File: src/rtl/div_pkg.sv
// Shared definitions for the restoring (repeated-subtraction) divider.
package div_pkg;

    // Default operand and result width.
    parameter int unsigned DivWidth = 16;

    // Controller states; the encoding is fixed so traces read the same everywhere.
    typedef enum logic [1:0] {
        StIdle  = 2'd0,
        StLoadB = 2'd1,
        StSub   = 2'd2,
        StDone  = 2'd3
    } div_state_e;

    // The unit reports busy while it is collecting the divisor or iterating.
    function automatic logic state_is_busy(div_state_e s);
        return (s == StLoadB) || (s == StSub);
    endfunction

endpackage

File: src/rtl/div_sub.sv
// Unsigned trial subtraction: one extra bit catches the borrow, which is R<D.
module div_sub #(
    parameter int unsigned WIDTH = div_pkg::DivWidth
) (
    input  logic [WIDTH-1:0] r,
    input  logic [WIDTH-1:0] d,
    output logic [WIDTH-1:0] diff,
    output logic             ge
);

    logic [WIDTH:0] full_diff;

    // Widened subtract; the top bit is the borrow-out.
    always_comb begin
        full_diff = {1'b0, r} - {1'b0, d};
        diff      = full_diff[WIDTH-1:0];
        ge        = ~full_diff[WIDTH];
    end

endmodule

File: src/rtl/div_unit.sv
// Multi-cycle unsigned divider: dividend then divisor arrive on one shared bus,
// the quotient is built by repeated subtraction, one step per clock.
module div_unit
    import div_pkg::*;
#(
    parameter int unsigned WIDTH = DivWidth
) (
    input  logic             clk,
    input  logic             rst_n,
    input  logic             start,
    input  logic [WIDTH-1:0] data_in,
    output logic [WIDTH-1:0] quotient,
    output logic [WIDTH-1:0] remainder,
    output logic             busy,
    output logic             done,
    output logic             div_by_zero
);

    div_state_e       state_q, state_d;
    logic [WIDTH-1:0] r_q, r_d;
    logic [WIDTH-1:0] d_q, d_d;
    logic [WIDTH-1:0] q_q, q_d;
    logic             dbz_q, dbz_d;

    logic [WIDTH-1:0] diff;
    logic             ge;

    div_sub #(
        .WIDTH (WIDTH)
    ) u_div_sub (
        .r    (r_q),
        .d    (d_q),
        .diff (diff),
        .ge   (ge)
    );

    // Next-state and datapath updates; every register holds unless its state acts on it.
    always_comb begin
        state_d = state_q;
        r_d     = r_q;
        d_d     = d_q;
        q_d     = q_q;
        dbz_d   = dbz_q;

        unique case (state_q)
            StIdle: begin
                if (start) begin
                    r_d     = data_in;
                    state_d = StLoadB;
                end
            end
            StLoadB: begin
                if (data_in == '0) begin
                    // Zero divisor: flag it, saturate Q, leave R as the dividend.
                    dbz_d   = 1'b1;
                    q_d     = '1;
                    state_d = StDone;
                end else begin
                    d_d     = data_in;
                    q_d     = '0;
                    dbz_d   = 1'b0;
                    state_d = StSub;
                end
            end
            StSub: begin
                if (ge) begin
                    r_d = diff;
                    // D>=1 here, so Q never exceeds the dividend and cannot wrap.
                    q_d = q_q + WIDTH'(1);
                end else begin
                    state_d = StDone;
                end
            end
            StDone: begin
                // Hold results while start stays high so a held start cannot retrigger.
                if (!start) begin
                    state_d = StIdle;
                end
            end
            default: begin
                state_d = StIdle;
            end
        endcase
    end

    // State and datapath registers, cleared asynchronously to abort any operation.
    always_ff @(posedge clk or negedge rst_n) begin
        if (!rst_n) begin
            state_q <= StIdle;
            r_q     <= '0;
            d_q     <= '0;
            q_q     <= '0;
            dbz_q   <= 1'b0;
        end else begin
            state_q <= state_d;
            r_q     <= r_d;
            d_q     <= d_d;
            q_q     <= q_d;
            dbz_q   <= dbz_d;
        end
    end

    // Outputs are registers or pure state decodes: no input reaches them combinationally.
    always_comb begin
        quotient    = q_q;
        remainder   = r_q;
        div_by_zero = dbz_q;
        busy        = state_is_busy(state_q);
        done        = (state_q == StDone);
    end

endmodule

File: config.mk
export PLATFORM = sky130hd
export DESIGN_NAME = div_unit
export DESIGN_NICKNAME = d
export VERILOG_FILES = /design/src/rtl/div_pkg.sv /design/src/rtl/div_sub.sv /design/src/rtl/div_unit.sv
export SDC_FILE = /design/constraint.sdc
export NUM_CORES = 1
export LEC_CHECK = 0
export CAP_MARGIN = 20
export CORE_UTILIZATION = 45
export DETAILED_ROUTE_END_ITERATION = 16
export PLACE_DENSITY = 0.71
export SETUP_SLACK_MARGIN = 0.15
export SLEW_MARGIN = 10
export SYNTH_ARGS = -nofsm -noshare
export SYNTH_HDL_FRONTEND = slang
export SYNTH_SLANG_ARGS = --single-unit
File: constraint.sdc
create_clock -name clk -period 2.38 [get_ports clk]
set_input_delay 0.238 -clock clk [delete_from_list [all_inputs] [get_ports clk]]
set_output_delay 0.238 -clock clk [all_outputs]
set_load 0.01 [all_outputs]
==> results of run 1 <==
-- sequential cells by signal (all words and copies together) (netlist names) --
name         cells
div_by_zero      1
state_q          2
quotient        16
remainder       16
d_q             16
-- final cells by class --
| type | instances | area (µm²) | share of cell area, % |
|---|---|---|---|
| clock buffer | 7 | 76.3 | 1.49 |
| clock inverter | 1 | 5.00 | 0.0977 |
| inverter | 30 | 113 | 2.20 |
| multi-input combinational | 322 | 2340 | 45.8 |
| sequential | 51 | 1280 | 24.9 |
| tap | 102 | 128 | 2.49 |
| timing repair buffer | 133 | 1180 | 23.0 |
-- through the flow --
| step | power [mW] | setup TNS [ns] |
|---|---|---|
| 5_1_grt | 9.51 | -4.32 |
| 6_report | 8.82 | -1.93 |
| 3_3_place_gp | 7.38 | -0.845 |
| 4_1_cts | 8.44 | -0.276 |
| 3_5_place_dp | 7.51 | -2.54 |
| 2_1_floorplan | 5.24 | -0.898 |
-- worst max-delay path by stage --
stage               slack (ns)                      from                   endpoint  cells past startpoint
global placement         -0.09  remainder[0]$_DFFE_PN0P_    quotient[9]$_DFFE_PN0P_                     11
floorplan                -0.06  remainder[0]$_DFFE_PN0P_  remainder[10]$_DFFE_PN0P_                     11
finish                   -0.12  remainder[0]$_DFFE_PN0P_  remainder[12]$_DFFE_PN0P_                     11
detailed placement       -0.17  remainder[0]$_DFFE_PN0P_    quotient[9]$_DFFE_PN0P_                     11
global route             -0.21  remainder[0]$_DFFE_PN0P_    quotient[8]$_DFFE_PN0P_                     12
CTS                      -0.05        d_q[0]$_DFFE_PN0P_    quotient[9]$_DFFE_PN0P_                     10
-- cell families after synthesis --
kind of cell               share of synthesized area (%)
AOI/OAI and AO/OA                                   26.5
xor gates and xnor gates                            2.41
adders and majority gates                           8.14
buffers and inverters                               6.45
DFF                                                 35.2
muxes                                               3.93
and+or+nand+nor                                     17.4
-- metal layers --
metal / routed length (µm) / GRT usage [%] / vias to the layer above
li1: - / - / 1785
met2: 4940 / 39.8 / 130
met5: 0 / 0 / -
met4: 131 / 6.25 / 0
met3: 580 / 3.40 / 13
met1: 5120 / 39.0 / 1797
-- worst max-delay path: stages (launching register included) --
cell and delay (ns):
dfrtp_1 0.38, inv_2 0.07, ha_4 0.16, inv_2 0.05, fa_2 0.20, nand3_2 0.07
a211o_1 0.30, a211o_4 0.37, buf_4 0.15, nand3_4 0.12, o211ai_4 0.17, mux2_4 0.35
-- power by group --
group          total (mW)  internal (mW)  switching (mW)  leakage, nW
combinational        6.75           3.24            3.51         1.50
sequential           1.57           1.26           0.305        0.629
clock               0.503          0.208           0.295       0.0422
-- cell usage in the layout (no fill, tap or decap), types with 4 or more instances in the layout --
master,Yosys,layout
nand2_1,47,46
and2_1,4,4
and3_1,5,5
buf_4,1,75
nor2_1,26,26
clkbuf_8,0,5
o22ai_1,4,4
a21oi_2,1,4
nand4_1,6,6
mux2i_1,12,12
a31oi_1,9,9
nand3_1,13,12
nor4_1,4,4
ha_1,22,19
o21ai_0,37,33
a21oi_1,38,29
inv_1,29,27
xnor2_1,6,6
clkdlybuf4s50_1,0,52
a221o_1,8,8
o21a_1,4,4
xor2_1,4,4
o21ai_1,2,4
dfrtp_1,51,50
a211oi_1,9,7
a21oi_4,0,6
nor3_1,10,9
a211o_1,5,4
-- repair_timing --
item	in CTS	in global routing
cloned	2	0
pin swaps	18	8
hold buffers	0	0
setup endpoints to repair	34	35
resized for setup	24	14
buffers inserted	8	8
==> metrics.md, run 1 <==
| Metric | Value |
|---|---|
| Fmax | `0.399 GHz` |
| PortBufs | `53` |
| Die area | `0.00842 mm²` |
| Share of layout cells above drive strength 1 | `24.1%` |
| Syn Inst Count | `428` |
| First-pass GRT wire length | `17400 µm` |
| R2R setup slack | `-0.12 ns` |
| Final hold violation count | `0` |
| Main synth FF type | `dfrtp_1` |
| Top-level port count | `54` |
| Failing checks | `setup timing` |
| Number of flops mapped to enable cells by yosys | `0` |
| Top-count cell post-synth | `dfrtp_1` |
| Post-synth top cells | `dfrtp_1, nand2_1, a21oi_1` |
| Worst R2R Path Depth | `11` |
| Drc violations | `0` |
| DP Cell Count | `620` |
| Nets | `585` |
| Synth Area per Inst | `8.47 µm²` |
| Crit path max fanout | `6` |
| Antenna violations before repair | `0` |
| Clk sinks | `51` |
| Via density | `5.77` |
| Max cap viols | `0` |
| Clock period minus final worst setup slack | `2.50 ns` |
| Outcome | `finished, violations left` |
| Post-Layout Inst Area | `0.00512 mm²` |
| RSZ-0062 raised after global routing | `true` |
| Filler cells | `649` |
| Slew of the pin with the lowest slew margin | `0.672 ns` |
| Pin count of the biggest net entering global routing | `52` |
| Via Count | `3725` |
| Slew Limit Fails | `0` |
| Power Dens Cells | `1720 mW/mm²` |
| Pleak | `2.17 nW` |
| Initial core utilization | `46.7%` |
| Period utilisation layout | `105%` |
| Required @ worst endpoint | `2.57 ns` |
| Routed wire length | `10800 µm` |
| Clock skew | `0.0175 ns` |
| Largest cells by area after synthesis | `dfrtp_1, ha_1, a21oi_1, o21ai_0, nand2_1` |
| Critical path launch point type | `register` |
| Fin Hold WS | `0.0487 ns` |
| Async S/R FF share, synth | `100%` |
| Gpl congestion | `0.906` |
| Worst Path Arrival | `2.69 ns` |
| RR Startpoint | `remainder[0]$_DFFE_PN0P_` |
| Clk root buf | `clkbuf_8` |
| GRT overflow | `0` |
| Drt pass-1 iters | `5` |
| Crit Path Category | `register to register` |
| Largest area contributor in the netlist | `dfrtp_1` |
| Vias in the first global route | `3461` |
| Row count | `32` |
| CTS Buf Count | `5` |
| DR iter-0 viols | `317` |
| Final std cells w/o fill | `646` |
| Register area share after synthesis | `35.2%` |
| Setup ws final | `-0.123 ns` |
| CTS clk-pin slew, worst paths | `0.09 ns` |
| Area of placed instances | `0.00469 mm²` |
| Area growth syn-to-layout | `41.2%` |
| Synth Register Bits | `51` |
| Syn_nets | `470` |
| Overall global routing resource usage | `26.1%` |
| Post-route ant nets | `0` |
| Layout Utilization | `65.9%` |
| DR WL/cell | `16.7 µm` |
| Worst Setup End Kind | `register` |
| Synthesized cell area | `0.00363 mm²` |
| Clk buf depth | `2` |
| CTS tree | `built` |
| Share of the synthesized area in the top cell type | `35.2%` |
| Min-Delay Path Class | `input pin to asynchronous set/reset pin` |
| Clock Latency Late Sink | `0.31 ns` |
| Final-report setup violation count | `27` |
| Slew headroom | `55.2%` |
| RR Endpoint | `remainder[12]$_DFFE_PN0P_` |
| Unique masters post-synth | `59` |
| # diodes | `0` |
| Htree depth | `2` |
| Max VDD drop | `0.752 mV` |
| Hpwl dp | `7590 µm` |
| Die H | `91.8 µm` |
| CORE AREA | `0.00777 mm²` |
| Worst slack, placed | `-0.169 ns` |
| DIE WIDTH | `91.8 µm` |
| Ys Warns | `0` |
No activity file was read; power rests on OpenSTA's default activity.
==> inputs of run 2 (changes only) <==
- CTS_CLUSTER_DIAMETER: not set -> 60
- CTS_CLUSTER_SIZE: not set -> 20
- SYNTH_HIERARCHICAL: not set -> 1
==> metrics.md, run 2 <==
| Metric | Value |
|---|---|
| DR WL/cell | `15.8 µm (was 16.7 µm)` |
| Crit path max fanout | `5 (was 6)` |
| Syn Inst Count | `371 (was 428)` |
| Slew Limit Fails | `0 (unchanged)` |
| Row count | `31 (was 32)` |
| Gpl congestion | `0.846 (was 0.906)` |
| Antenna violations before repair | `0 (unchanged)` |
| DP Cell Count | `554 (was 620)` |
| Async S/R FF share, synth | `100% (unchanged)` |
| Post-route ant nets | `0 (unchanged)` |
| CTS tree | `built (unchanged)` |
| Crit Path Category | `register to register (unchanged)` |
| Max cap viols | `0 (unchanged)` |
| Die area | `0.00813 mm² (was 0.00842 mm²)` |
| Worst Setup End Kind | `register (unchanged)` |
| Drc violations | `0 (unchanged)` |
| Vias in the first global route | `3138 (was 3461)` |
| PortBufs | `53 (unchanged)` |
| DIE WIDTH | `90.2 µm (was 91.8 µm)` |
| Share of layout cells above drive strength 1 | `24.3% (was 24.1%)` |
| Failing checks | `setup timing (unchanged)` |
| Post-synth top cells | `dfrtp_1, a21oi_1, inv_1, nor2_1, ha_1 (was dfrtp_1, nand2_1, a21oi_1)` |
| Initial core utilization | `47.5% (was 46.7%)` |
| Required @ worst endpoint | `2.63 ns (was 2.57 ns)` |
| CTS Buf Count | `5 (unchanged)` |
| Syn_nets | `413 (was 470)` |
| Clk root buf | `clkbuf_8 (unchanged)` |
| Top-count cell post-synth | `dfrtp_1 (unchanged)` |
| Pin count of the biggest net entering global routing | `33 (was 52)` |
| Critical path launch point type | `register (unchanged)` |
| Period utilisation layout | `122% (was 105%)` |
| Final hold violation count | `0 (unchanged)` |
| Nets | `518 (was 585)` |
| Total Power | `7.84 mW (was 8.82 mW)` |
| Main synth FF type | `dfrtp_1 (unchanged)` |
| Min-Delay Path Class | `input pin to asynchronous set/reset pin (unchanged)` |
| Power Dens Cells | `1660 mW/mm² (was 1720 mW/mm²)` |
| Outcome | `finished, violations left (unchanged)` |
| Slew headroom | `58.9% (was 55.2%)` |
| Ys Warns | `6 (was 0)` |
| Drt pass-1 iters | `5 (unchanged)` |
| DR iter-0 viols | `189 (was 317)` |
| Clock skew | `0.00893 ns (was 0.0175 ns)` |
| Most common cell after layout, fill and taps aside | `buf_4 (unchanged)` |
| Synthesized cell area | `0.00350 mm² (was 0.00363 mm²)` |
| Largest cells by area after synthesis | `dfrtp_1, ha_1, mux2i_1, a21oi_1, mux2_4 (was dfrtp_1, ha_1, a21oi_1, o21ai_0, nand2_1)` |
| Via Count | `3220 (was 3725)` |
| Clk sinks | `51 (unchanged)` |
| Number of flops mapped to enable cells by yosys | `0 (unchanged)` |
| Clock period minus final worst setup slack | `2.90 ns (was 2.50 ns)` |
| Unique masters post-synth | `55 (was 59)` |
| Pleak | `2.10 nW (was 2.17 nW)` |
| Area growth syn-to-layout | `35.3% (was 41.2%)` |
| Setup ws final | `-0.517 ns (was -0.123 ns)` |
| CTS clk-pin slew, worst paths | `0.10 ns (was 0.09 ns)` |
| Routed wire length | `9090 µm (was 10800 µm)` |
| RSZ-0062 raised after global routing | `true (unchanged)` |
| Hpwl dp | `6510 µm (was 7590 µm)` |
| Register area share after synthesis | `36.5% (was 35.2%)` |
| CORE AREA | `0.00737 mm² (was 0.00777 mm²)` |
| Overall global routing resource usage | `22.9% (was 26.1%)` |
| Largest area contributor in the netlist | `dfrtp_1 (unchanged)` |
| Synth Register Bits | `51 (unchanged)` |
| Fin Hold WS | `0.467 ns (was 0.0487 ns)` |
| # diodes | `0 (unchanged)` |
| Most frequent cells in the layout | `buf_4, clkdlybuf4s50_1, dfrtp_1 (unchanged)` |
| Fmax | `0.345 GHz (was 0.399 GHz)` |
| Layout Utilization | `64.3% (was 65.9%)` |
| Final-report setup violation count | `34 (was 27)` |
| Worst Path Arrival | `3.15 ns (was 2.69 ns)` |
| Htree depth | `2 (unchanged)` |
| Top-level port count | `54 (unchanged)` |
| Via density | `5.59 (was 5.77)` |
| Slew of the pin with the lowest slew margin | `0.616 ns (was 0.672 ns)` |
| Share of the synthesized area in the top cell type | `36.5% (was 35.2%)` |
| First-pass GRT wire length | `15100 µm (was 17400 µm)` |
| Die H | `90.2 µm (was 91.8 µm)` |
| Synth Area per Inst | `9.43 µm² (was 8.47 µm²)` |
| GRT overflow | `0 (unchanged)` |
| Clock Latency Late Sink | `0.31 ns (about the same)` |
| Clk buf depth | `2 (unchanged)` |
| Worst slack, placed | `-0.559 ns (was -0.169 ns)` |
| Final std cells w/o fill | `576 (was 646)` |
| Max VDD drop | `0.831 mV (was 0.752 mV)` |
[run 2: changes by cell type after synthesis, moves of 5 or more]
cell	delta
a31oi_1	-6
nand2_1	-26
clkbuf_1	-10
mux2_2	+7
mux2i_1	+6
mux2_4	+9
a221o_1	-7
nand4_1	+5
o311ai_0	+6
a211oi_1	-9
o21ai_0	-26
[run 2: cell type report]
type | count | area [µm²]
Timing Repair Buffer | 117 | 1040
Clock buffer | 6 | 72.6
Sequential cell | 51 | 1280
Fill cell | 635 | 2630
Clock inverter | 2 | 12.5
Multi-Input combinational cell | 274 | 2110
Inverter | 27 | 101
Tap cell | 99 | 124
[run 2: logic make-up (layout without fill, tap and decap cells)]
| family | after synthesis | count (layout) | synth area share (%) |
|---|---|---|---|
| AOI/OAI and AO/OA | 98 | 98 | 18.6 |
| xor gates and xnor gates | 12 | 12 | 3.00 |
| adders and majority gates | 23 | 23 | 8.44 |
| buffers and inverters | 46 | 152 | 6.19 |
| DFF | 51 | 51 | 36.5 |
| muxes | 36 | 36 | 11.9 |
| and+or+nand+nor | 105 | 105 | 15.4 |
[run 2: report_power, final]
| group | internal, mW | leakage, nW | switching (mW) |
|---|---|---|---|
| combinational | 3.09 | 1.44 | 2.79 |
| sequential | 1.20 | 0.618 | 0.249 |
| clock | 0.207 | 0.0412 | 0.305 |
[run 2: routing by layer]
layer	vias to the layer above	routed length, µm	global-route usage [%]
li1	1557	-	-
met2	121	4250	35.4
met3	20	487	4.40
met5	-	0	0
met4	0	162	8.47
met1	1522	4190	31.9
[run 2: path summary, 6_finish.rpt]
kind	from	to	slack (ns)	cells past startpoint
max	d_q[0]$_DFFE_PN0P_	quotient[15]$_DFFE_PN0P_	-0.52	12
min reg2reg	d_q[6]$_DFFE_PN0P_	d_q[6]$_DFFE_PN0P_	0.52	1
min in group clk	d_q[6]$_DFFE_PN0P_	d_q[6]$_DFFE_PN0P_	0.52	1
min	rst_n	d_q[15]$_DFFE_PN0P_	0.47	2
max in group asynchronous	rst_n	d_q[8]$_DFFE_PN0P_	1.23	3
max reg2reg	d_q[0]$_DFFE_PN0P_	quotient[15]$_DFFE_PN0P_	-0.52	12
[run 2: stage by stage]
stage / instance area, µm² / setup TNS, ns
final: 4740 / -14.34
after global placement: 4440 / -10.89
after global routing: 4740 / -21.90
after CTS: 4640 / -12.73
after detailed placement: 4440 / -13.24
after floorplan: 3540 / -8.42
[run 2: critical path: stages (launching register included)]
cell and delay [ns]:
dfrtp_1 0.40, ha_2 0.20, fa_2 0.34, and2b_1 0.23, o2111ai_2 0.14, a21boi_2 0.20
a211oi_2 0.10, o21ai_1 0.14, a21o_1 0.24, nand4_1 0.26, nor3_2 0.21, mux2_4 0.33
nand2_2 0.05
[run 2: what timing repair did]
action,CTS,global route
resized for setup,24,8
setup buffers,6,7
pin swaps,7,7
hold buffers,1,0
endpoints found under the setup margin,34,34
hold endpoints to repair,23,0
